[src/rtl/ble_ram_arbiter.sv]
// Shares one wishbone RAM port between a CPU master and a UART RX byte stream.
// RX bytes are buffered in a small FIFO and written one per word into a ring buffer in RAM.
module ble_ram_arbiter #(
  parameter logic [31:0] ADR_LL     = 32'h00C00000,
  parameter logic [31:0] ADR_UL     = 32'h00C10000,
  parameter int          FIFO_DEPTH = 4
) (
  input  logic        i_wb_clk,
  input  logic        i_wb_rst_n,
  input  logic [31:0] i_cpu_adr,
  input  logic        i_cpu_cyc,
  input  logic        i_cpu_we,
  input  logic [3:0]  i_cpu_sel,
  input  logic [31:0] i_cpu_dat,
  output logic [31:0] o_cpu_rdt,
  output logic        o_cpu_ack,
  input  logic [7:0]  i_rx_dat,
  input  logic        i_rx_done,
  output logic [31:0] o_ram_adr,
  output logic        o_ram_cyc,
  output logic        o_ram_we,
  output logic [3:0]  o_ram_sel,
  output logic [31:0] o_ram_dat,
  input  logic [31:0] i_ram_rdt,
  input  logic        i_ram_ack,
  output logic [31:0] o_wr_ptr,
  output logic        o_overflow,
  input  logic        i_ovf_clr
);

  localparam int AW = $clog2(FIFO_DEPTH);

  typedef enum logic [1:0] {S_IDLE, S_GNT_RX, S_GNT_CPU} state_t;

  state_t          r_state;
  state_t          w_state_next;
  logic            r_last_rx;
  logic [7:0]      r_fifo_mem [FIFO_DEPTH];
  logic [AW-1:0]   r_rd_idx;
  logic [AW-1:0]   r_wr_idx;
  logic [AW:0]     r_count;
  logic [31:0]     r_wr_ptr;
  logic            r_overflow;

  logic            w_empty;
  logic            w_full;
  logic            w_pop;
  logic            w_push;
  logic            w_ovf_event;
  logic [7:0]      w_fifo_head;
  logic [32:0]     w_ptr_inc;
  logic [31:0]     w_ptr_next;

  assign w_empty     = (r_count == '0);
  assign w_full      = (r_count == (AW+1)'(FIFO_DEPTH));
  assign w_pop       = (r_state == S_GNT_RX) && i_ram_ack && !w_empty;
  // A pop in the same cycle frees a slot, so a push while full still lands.
  assign w_push      = i_rx_done && (!w_full || w_pop);
  assign w_ovf_event = i_rx_done && w_full && !w_pop;
  assign w_fifo_head = r_fifo_mem[r_rd_idx];

  assign w_ptr_inc   = {1'b0, r_wr_ptr} + 33'd4;
  assign w_ptr_next  = (w_ptr_inc >= {1'b0, ADR_UL}) ? ADR_LL : w_ptr_inc[31:0];

  always_ff @(posedge i_wb_clk) begin
    if (w_push) begin
      r_fifo_mem[r_wr_idx] <= i_rx_dat;
    end
  end

  always_ff @(posedge i_wb_clk or negedge i_wb_rst_n) begin
    if (!i_wb_rst_n) begin
      r_rd_idx   <= '0;
      r_wr_idx   <= '0;
      r_count    <= '0;
      r_wr_ptr   <= ADR_LL;
      r_overflow <= 1'b0;
    end else begin
      if (w_push) begin
        r_wr_idx <= r_wr_idx + AW'(1);
      end
      if (w_pop) begin
        r_rd_idx <= r_rd_idx + AW'(1);
        r_wr_ptr <= w_ptr_next;
      end
      case ({w_push, w_pop})
        2'b10:   r_count <= r_count + (AW+1)'(1);
        2'b01:   r_count <= r_count - (AW+1)'(1);
        default: r_count <= r_count;
      endcase
      // A drop in the same cycle as a clear keeps the flag set.
      if (w_ovf_event) begin
        r_overflow <= 1'b1;
      end else if (i_ovf_clr) begin
        r_overflow <= 1'b0;
      end
    end
  end

  // State register plus the round-robin marker of the last grant taken.
  always_ff @(posedge i_wb_clk or negedge i_wb_rst_n) begin
    if (!i_wb_rst_n) begin
      r_state   <= S_IDLE;
      r_last_rx <= 1'b0;
    end else begin
      r_state <= w_state_next;
      if (r_state == S_IDLE && w_state_next == S_GNT_RX) begin
        r_last_rx <= 1'b1;
      end else if (r_state == S_IDLE && w_state_next == S_GNT_CPU) begin
        r_last_rx <= 1'b0;
      end
    end
  end

  // An incoming byte counts as pending so an idle arbiter grants RX on the very next cycle.
  always_comb begin
    w_state_next = r_state;
    case (r_state)
      S_IDLE: begin
        if ((!w_empty || i_rx_done) && !(r_last_rx && i_cpu_cyc)) begin
          w_state_next = S_GNT_RX;
        end else if (i_cpu_cyc) begin
          w_state_next = S_GNT_CPU;
        end
      end
      S_GNT_RX: begin
        if (i_ram_ack) begin
          w_state_next = S_IDLE;
        end
      end
      S_GNT_CPU: begin
        if (i_ram_ack || !i_cpu_cyc) begin
          w_state_next = S_IDLE;
        end
      end
      default: w_state_next = S_IDLE;
    endcase
  end

  always_comb begin
    o_ram_adr = 32'h0;
    o_ram_cyc = 1'b0;
    o_ram_we  = 1'b0;
    o_ram_sel = 4'h0;
    o_ram_dat = 32'h0;
    o_cpu_ack = 1'b0;
    case (r_state)
      S_GNT_RX: begin
        o_ram_adr = r_wr_ptr;
        o_ram_cyc = 1'b1;
        o_ram_we  = 1'b1;
        o_ram_sel = 4'hF;
        o_ram_dat = {24'h0, w_fifo_head};
      end
      S_GNT_CPU: begin
        o_ram_adr = i_cpu_adr;
        o_ram_cyc = i_cpu_cyc;
        o_ram_we  = i_cpu_we;
        o_ram_sel = i_cpu_sel;
        o_ram_dat = i_cpu_dat;
        o_cpu_ack = i_ram_ack;
      end
      default: ;
    endcase
  end

  assign o_cpu_rdt  = i_ram_rdt;
  assign o_wr_ptr   = r_wr_ptr;
  assign o_overflow = r_overflow;

endmodule

[config.mk]
export PLATFORM = sky130hd
export DESIGN_NAME = ble_ram_arbiter
export DESIGN_NICKNAME = d
export VERILOG_FILES = /design/src/rtl/ble_ram_arbiter.sv
export SDC_FILE = /design/constraint.sdc
export NUM_CORES = 1
export LEC_CHECK = 0
export ABC_AREA = 1
export CORE_ASPECT_RATIO = 1.5
export CORE_MARGIN = 5
export CORE_UTILIZATION = 38
export CTS_BUF_LIST = sky130_fd_sc_hd__clkbuf_4 sky130_fd_sc_hd__clkbuf_8
export DETAILED_ROUTE_END_ITERATION = 10
export GPL_ROUTABILITY_DRIVEN = 0
export PLACE_DENSITY = 0.85
export SLEW_MARGIN = 25
export SYNTH_ARGS = -nofsm -noshare
export SYNTH_HDL_FRONTEND = slang
export SYNTH_SLANG_ARGS = --single-unit
[constraint.sdc]
create_clock -name i_wb_clk -period 2.7 [get_ports i_wb_clk]
set_input_delay 0.54 -clock i_wb_clk [delete_from_list [all_inputs] [get_ports i_wb_clk]]
set_output_delay 0.54 -clock i_wb_clk [all_outputs]
set_load 0.05 [all_outputs]
==> results of run 1 <==
## Yosys cell counts (all sizes together)
library cell,n,area share [%]
a21oi,24,3.4
a22oi,8,1.2
and2,2,0.25
buf,41,6.0
clkbuf,20,1.5
clkinv,1,0.076
conb,1,0.076
dfrtp,39,20
dfstp,2,1.1
edfxtp,32,20
fa,1,0.41
ha,10,2.5
inv,77,5.9
nand2,154,12
nand3,53,5.4
nand3b,1,0.15
nand4,4,0.51
nor2,99,8.1
nor3,5,0.51
o211ai,1,0.15
o21ai,60,6.7
o22ai,8,1.0
o31ai,1,0.15
or2,1,0.13
xnor2,2,0.36
xor2,17,3.0
## path summary, 6_finish.rpt
path                       cells past startpoint  slack, ns                    start                       end
max                                            5      0.007     r_state[0]$_DFF_PN0_              o_ram_dat[7]
min                                            1       0.06               i_wb_rst_n  o_wr_ptr[19]$_DFFE_PN0P_
max reg2reg                                   11       0.28  o_wr_ptr[2]$_DFFE_PN0P_   o_wr_ptr[2]$_DFFE_PN0P_
min reg2reg                                    2       0.55   o_overflow$_DFFE_PN0P_    o_overflow$_DFFE_PN0P_
max in group asynchronous                      2       2.11               i_wb_rst_n  o_wr_ptr[22]$_DFFE_PN1P_
min in group i_wb_clk                          2       0.55   o_overflow$_DFFE_PN0P_    o_overflow$_DFFE_PN0P_
## routing by layer
| layer | vias to the layer above | global-route usage [%] | part of all wire [%] |
|---|---|---|---|
| met3 | 85 | 5.709 | 11 |
| met4 | 0 | 10.69 | 4.8 |
| met2 | 318 | 38.71 | 48 |
| met1 | 2378 | 30.07 | 37 |
| met5 | - | 0 | 0 |
| li1 | 2408 | - | - |
## flip-flops by register name, indices dropped and copies added, names as in the netlist
signal	cells
r_state	2
r_rd_idx	2
o_wr_ptr	30
r_wr_idx	2
o_overflow	1
r_fifo_mem	32
r_last_rx	1
r_count	3
## cell usage in the layout, fill, tap and decap left out, drive strengths merged, types with 2 or more instances in the layout
cell type,instances
dfstp,2
dfrtp,39
nand3,53
ha,10
inv,78
clkinv,5
clkdlybuf4s50,112
o21ai,60
nor2,99
nand4,4
a21oi,24
conb,2
clkbuf,9
o22ai,8
nand2,154
a22oi,8
xnor2,2
edfxtp,32
and2,2
nor3,5
xor2,17
buf,90
## final cells by class
class                   instances  area, um2
clock inverters                 7      77.57
well taps                     159      198.9
fillers                      1070       5180
repair buffers                202       2695
clock buffers                   9      123.9
multi-input cells             453       2265
inverters                      78      296.5
flip-flops and latches         73       1989
## kinds of logic after synthesis
family,count (synthesis),share of synthesized area (%)
and+or+nand+nor,319,26.96
buffers and inverters,139,13.53
AOI/OAI and AO/OA,102,12.56
DFF,73,40.52
xor gates and xnor gates,19,3.389
adders and majority gates,11,2.956
other,1,0.07638
## timing repair
| item | 4_1_cts | 5_1_grt |
|---|---|---|
| hold buffers | 0 | 0 |
| endpoints found under the setup margin | 0 | 23 |
| resized for setup | 0 | 2 |
## per-stage QoR
step | util (%) | hold slack, ns | cell area [um2] | setup TNS (ns) | setup slack, ns
CTS | 59.41 | 0.3542 | 7620 | 0 | 0.008519
detailed placement | 57.84 | 0.5225 | 7418 | 0 | 0.2685
global placement | 57.84 | 0.5156 | 7418 | 0 | 0.2993
floorplan | - | 0.2444 | 4913 | -2.003 | -0.1831
global route | 59.61 | 0.05987 | 7646 | -0.7654 | -0.07288
finish | 59.61 | 0.06365 | 7646 | 0 | 0.007497
## worst max-delay path: stages (launching register included)
cell and delay [ns]:
dfrtp_1 0.42, inv_1 0.11, ha_2 0.48, a22oi_1 0.20, nor2_1 0.39, buf_12 0.20
## power breakdown
part	internal, mW	switching, mW
sequential	1.42	0.208
clock	0.435	0.445
combinational	1.79	2.97
total	3.64	3.62
==> results.md, run 1 <==
- Status: finished, final reports clean
- Count of input and output buffers: around 180
- Clock Pin Slew Worst Setup and Hold Paths: 0.08 ns
- Max clock buf depth: 2
- Clk sinks: 73
- Vias in the first global route: between 5000 and 6000
- Path type of the worst setup path: register to primary output
- Sequential share of the synthesized area: 40.52%
- DRC: 0
- Type of element capturing the critical path: primary output
- H-tree depth reported by CTS: 3
- Least-Margin Pin Slew: 0.5350 ns
- Vias per inst: 5.290
- Synthesis-to-finish area growth: 55.73%
- Count of different cell masters after synthesis: 34
- CTS tree: done
- Initial core utilization: around two fifths
- Count of pins over their slew limit: 0
- Hold violation count in the final report: 0
- Post-CTS Setup Bufs: 0
- Number of iterations in the first detailed-routing pass: 5
- Type of element launching the critical path: register
- Std-Cell Core Area: ~13000 um2
- Detailed-route wire length per cell: approximately 19 um
- Layout cell share with drive strength beyond 1: ~17%
- Largest net degree at the start of global routing: between 40 and 50
- Final setup violating endpoints: 0
- Data required, critical path: 2.16 ns
- Number of storage elements in the synthesis netlist: 73
- Site row count: between 50 and 60
- Overall power consumption: just over 7 mW
- Overflow after GRT: 0
- Pwr Density: between 900 and 1000 nW/um2
- Max frequency: 371.4 MHz
- Post-Route WL: between 15 and 20 mm
- TritonCTS buffer count: 9
- Total track usage: between 20% and 30%
- Count of non-filler cells in the finished layout: 981
- Clock latency at the later pin of the worst-skew pair: around 0.35 ns
- ANT nets after route: 0
- Post-synthesis instance area: roughly 5000 um2
- Cell leakage power: roughly 3.1 nW
- DP Wirelength: ~15 mm
- Worst min-delay path class: input port to async pin
- Clock tree skew after final layout: about 0.0084 ns
- Portion of the clock cycle consumed by the worst path in the final layout: between 90% and 100%
- Initial antenna violation count: 0
- Chip width: between 100 and 150 um
- # IOs: approximately 250
- Rel. slew slack: between 60% and 70%
- Unrepaired setup endpoints after global routing: true
- Area of the die: about 15000 um2
- Worst endpoint data arrival time: 2.15 ns
- Yosys warnings: 0
- Root Driver: clkbuf_8
- Mapped Cells: 664
- Wire length of the first global-routing pass: roughly 28 mm
- Placed Cells incl. Taps: 964
- Crit-path max FO: 21
- Number of antenna repair diodes: 0
- Max_cap viols: 0
- Vertical die dimension: approximately 150 um
- Via count: slightly above 5000
- Post-Synthesis Mean Instance Area: ~7.4 um2
- Largest vdd supply drop: approximately 0.00065 V
- Final nets: 943
- Period minus WS final: 2.693 ns
- Number of violations reported at the end of detailed-routing iteration 0: just under 400
Power figures use the tool's default switching activity.
==> run 2: changes to the inputs <==
CAP_MARGIN = 20   (was unset)
CORE_UTILIZATION = 40   (was 38)
PLACE_DENSITY = 0.86   (was 0.85)
clock period = 3.15 ns   (was 2.7 ns; I/O delays follow)
==> run 2 against run 1 <==
Compared with the run above:
- die area down 4.6%
- global-route usage grew 2.2 points
- critical path depth up 1
- sequential cell count stayed put
- combinational power decreased by 17%
- highest routed layer unchanged
- worst setup slack gained 0.095 ns
- largest cell class unchanged
==> results.md, run 2 (synthesis gave the netlist of run 1 again) <==
- Reg2Reg Setup Slack: 0.61 ns (+0.33 ns)
- Most frequent standard cell in the layout excluding fill and tap cells: nand2_1
- Logic depth of the worst path, buffers included: 6 (+1)
- Final setup violating endpoints: 0 (unchanged)
- Overflow after GRT: 0 (unchanged)
- Hold violation count in the final report: 0 (unchanged)
- Count of hold-fix buffers inserted at cts: 0 (unchanged)
- Family with the most delay on the worst path: buffers and inverters
- Largest register by flop count: r_fifo_mem
- Type of element launching the critical path: register
- Least-Margin Pin Slew: 0.5776 ns (+0.04261 ns)
- Status: finished, final reports clean
- Clock Pin Slew Worst Setup and Hold Paths: 0.08 ns (about the same)
- Cell leakage power: 3.055 nW (-2.9%)
- DRC: 0 (unchanged)
- Clk sinks: 73 (unchanged)
- Worst min-delay path class: input port to async pin
- Data required, critical path: 2.52 ns (+0.36 ns)
- Crit-path max FO: 34 (+62%)
- Worst Setup Slack post-DPL: 0.4416 ns (+0.1731 ns)
- Largest net degree at the start of global routing: 42 (unchanged)
- Type of element capturing the critical path: primary output
- Post-CTS Setup Bufs: 0 (unchanged)
- Worst endpoint data arrival time: 2.42 ns (+0.27 ns)
- Std-Cell Core Area: 12020 um2 (-6.3%)
- Max clock buf depth: 2 (unchanged)
- TritonCTS buffer count: 9 (unchanged)
- H-tree depth reported by CTS: 3 (unchanged)
- Post-route setup slack: 0.1027 ns (+0.09520 ns)
- Number of iterations in the first detailed-routing pass: 8 (+3)
- Post-route worst hold slack: 0.1711 ns (+0.1075 ns)
- Count of input and output buffers: 184 (unchanged)
- Chip width: 100.5 um (-2.3%)
- Count of pins over their slew limit: 0 (unchanged)
- Number of violations reported at the end of detailed-routing iteration 0: 440 (+14%)
- Post-Route WL: 19.23 mm (+3.6%)
- Synthesis-to-finish area growth: 49.90%
- Via count: 5092 (-1.9%)
- Clock latency at the later pin of the worst-skew pair: 0.36 ns (about the same)
- Path type of the worst setup path: register to primary output
- Initial core utilization: 40.86% (+2.6 points)
- Number of antenna repair diodes: 0 (unchanged)
- Quantity of gates resized following cts: 0 (unchanged)
- Period minus WS final: 3.047 ns
- Initial antenna violation count: 0 (unchanged)
- CP bufs+invs: 3 (+1)
- Portion of the clock cycle consumed by the worst path in the final layout: 96.74%
- Vertical die dimension: 145.7 um (-2.4%)
- Max_cap viols: 0 (unchanged)
- Cells along the critical path: inv_1, ha_2, buf_4, a22oi_1, nor2_1, buf_12
- Overall power consumption: 6.124 mW (-16%)
- Highest-count cells in the layout ignoring fill and taps: 151 x nand2_1, 124 x clkdlybuf4s50_1, 93 x nor2_1, 77 x inv_1, 53 x nand3_1
- CTS tree: done
- Area of the die: 14640 um2 (-4.6%)
- Rel. slew slack: 61.37% (-2.8 points)
- Pwr Density: 832.2 nW/um2 (-12%)
- Maximum single-stage delay on the critical path: 0.44 ns (-0.04 ns)
- Largest vdd supply drop: 0.0005554 V (-15%)
- Root Driver: clkbuf_8
- Detailed-route wire length per cell: 19.74 um (+4.3%)
- Flip-flop count of the largest register, all copies and words added: 32 (unchanged)
- Clock tree skew after final layout: 0.01094 ns (+0.002530 ns)
- Worst reg2reg path depth: 10 (-1)
- DP Wirelength: 15.08 mm (+3.9%)
- Total negative slack: 0 ns (unchanged)
- Vias in the first global route: 5245 (+2.9%)
- # IOs: 251 (unchanged)
- Wire length of the first global-routing pass: 29.20 mm (+5.7%)
- Layout cell share with drive strength beyond 1: 15.23% (-1.7 points)
- Final nets: 942 (-0.11%)
- ANT nets after route: 0 (unchanged)
- Unrepaired setup endpoints after global routing: false
- Site row count: 49 (-3.9%)
- Max frequency: 328.2 MHz
- CP max-delay cell: buf_4
- Vias per inst: 5.228 (-1.2%)
- Total track usage: 26.15% (+2.2 points)
[run 2: cell count changes in the layout (fill, tap and decap cells not counted), sizes merged]
cell           change
clkinv             -4
buf               -13
clkdlybuf4s50     +12
inv                +3
clkinvlp           +1
[run 2: worst paths after layout]
| kind | start | endpoint |
|---|---|---|
| worst max-delay path | r_state[0]$_DFF_PN0_ | o_ram_dat[2] |
| worst min-delay path | i_wb_rst_n | o_wr_ptr[2]$_DFFE_PN0P_ |
| worst max register to register | r_state[1]$_DFF_PN0_ | r_count[2]$_DFFE_PN0P_ |
| worst min register to register | r_count[0]$_DFFE_PN0P_ | r_count[0]$_DFFE_PN0P_ |
| max in group asynchronous | i_wb_rst_n | o_wr_ptr[23]$_DFFE_PN1P_ |
| min in group i_wb_clk | r_count[0]$_DFFE_PN0P_ | r_count[0]$_DFFE_PN0P_ |
[run 2: metal layers]
layer  up-vias  wire (um)  GRT usage (%)  share of wire (%)
li1       2401          -              -                  -
met1      2305       6961          32.25                 36
met2       309       8965          41.67                 47
met3        77       2338          7.386                 12
met4         0        962          12.54                5.0
met5         -          0              0                  0
[run 2: report_power, final]
| group | leakage [nW] | switching [mW] | internal [mW] | total [mW] |
|---|---|---|---|---|
| logic | 2.13 | 2.55 | 1.42 | 3.97 |
| clock network | 0.0988 | 0.384 | 0.379 | 0.763 |
| registers | 0.830 | 0.179 | 1.21 | 1.39 |
[run 2: worst reg2reg max path: stages, from the launching register on]
cell	delay, ns
dfrtp_1	0.44
inv_1	0.11
ha_1	0.41
nand3_1	0.19
clkinv_1	0.25
ha_1	0.19
inv_1	0.07
fa_1	0.38
a21oi_1	0.14
o21ai_0	0.11
xor2_1	0.15
[run 2: cell type report]
cell class,count,area (um2)
multi-input cells,453,2262
well taps,153,191.4
clock inverters,7,82.58
fillers,1039,4657
clock buffers,9,123.9
repair buffers,201,2417
flip-flops and latches,73,1989
inverters,78,292.8
[run 2: per-stage QoR]
step / cell area (um2) / utilization (%) / std cells
floorplan: 4913 / - / 665
global placement: 7133 / 59.36 / 957
detailed placement: 7133 / 59.36 / 957
CTS: 7340 / 61.08 / 973
global route: 7360 / 61.25 / 974
finish: 7360 / 61.25 / 974
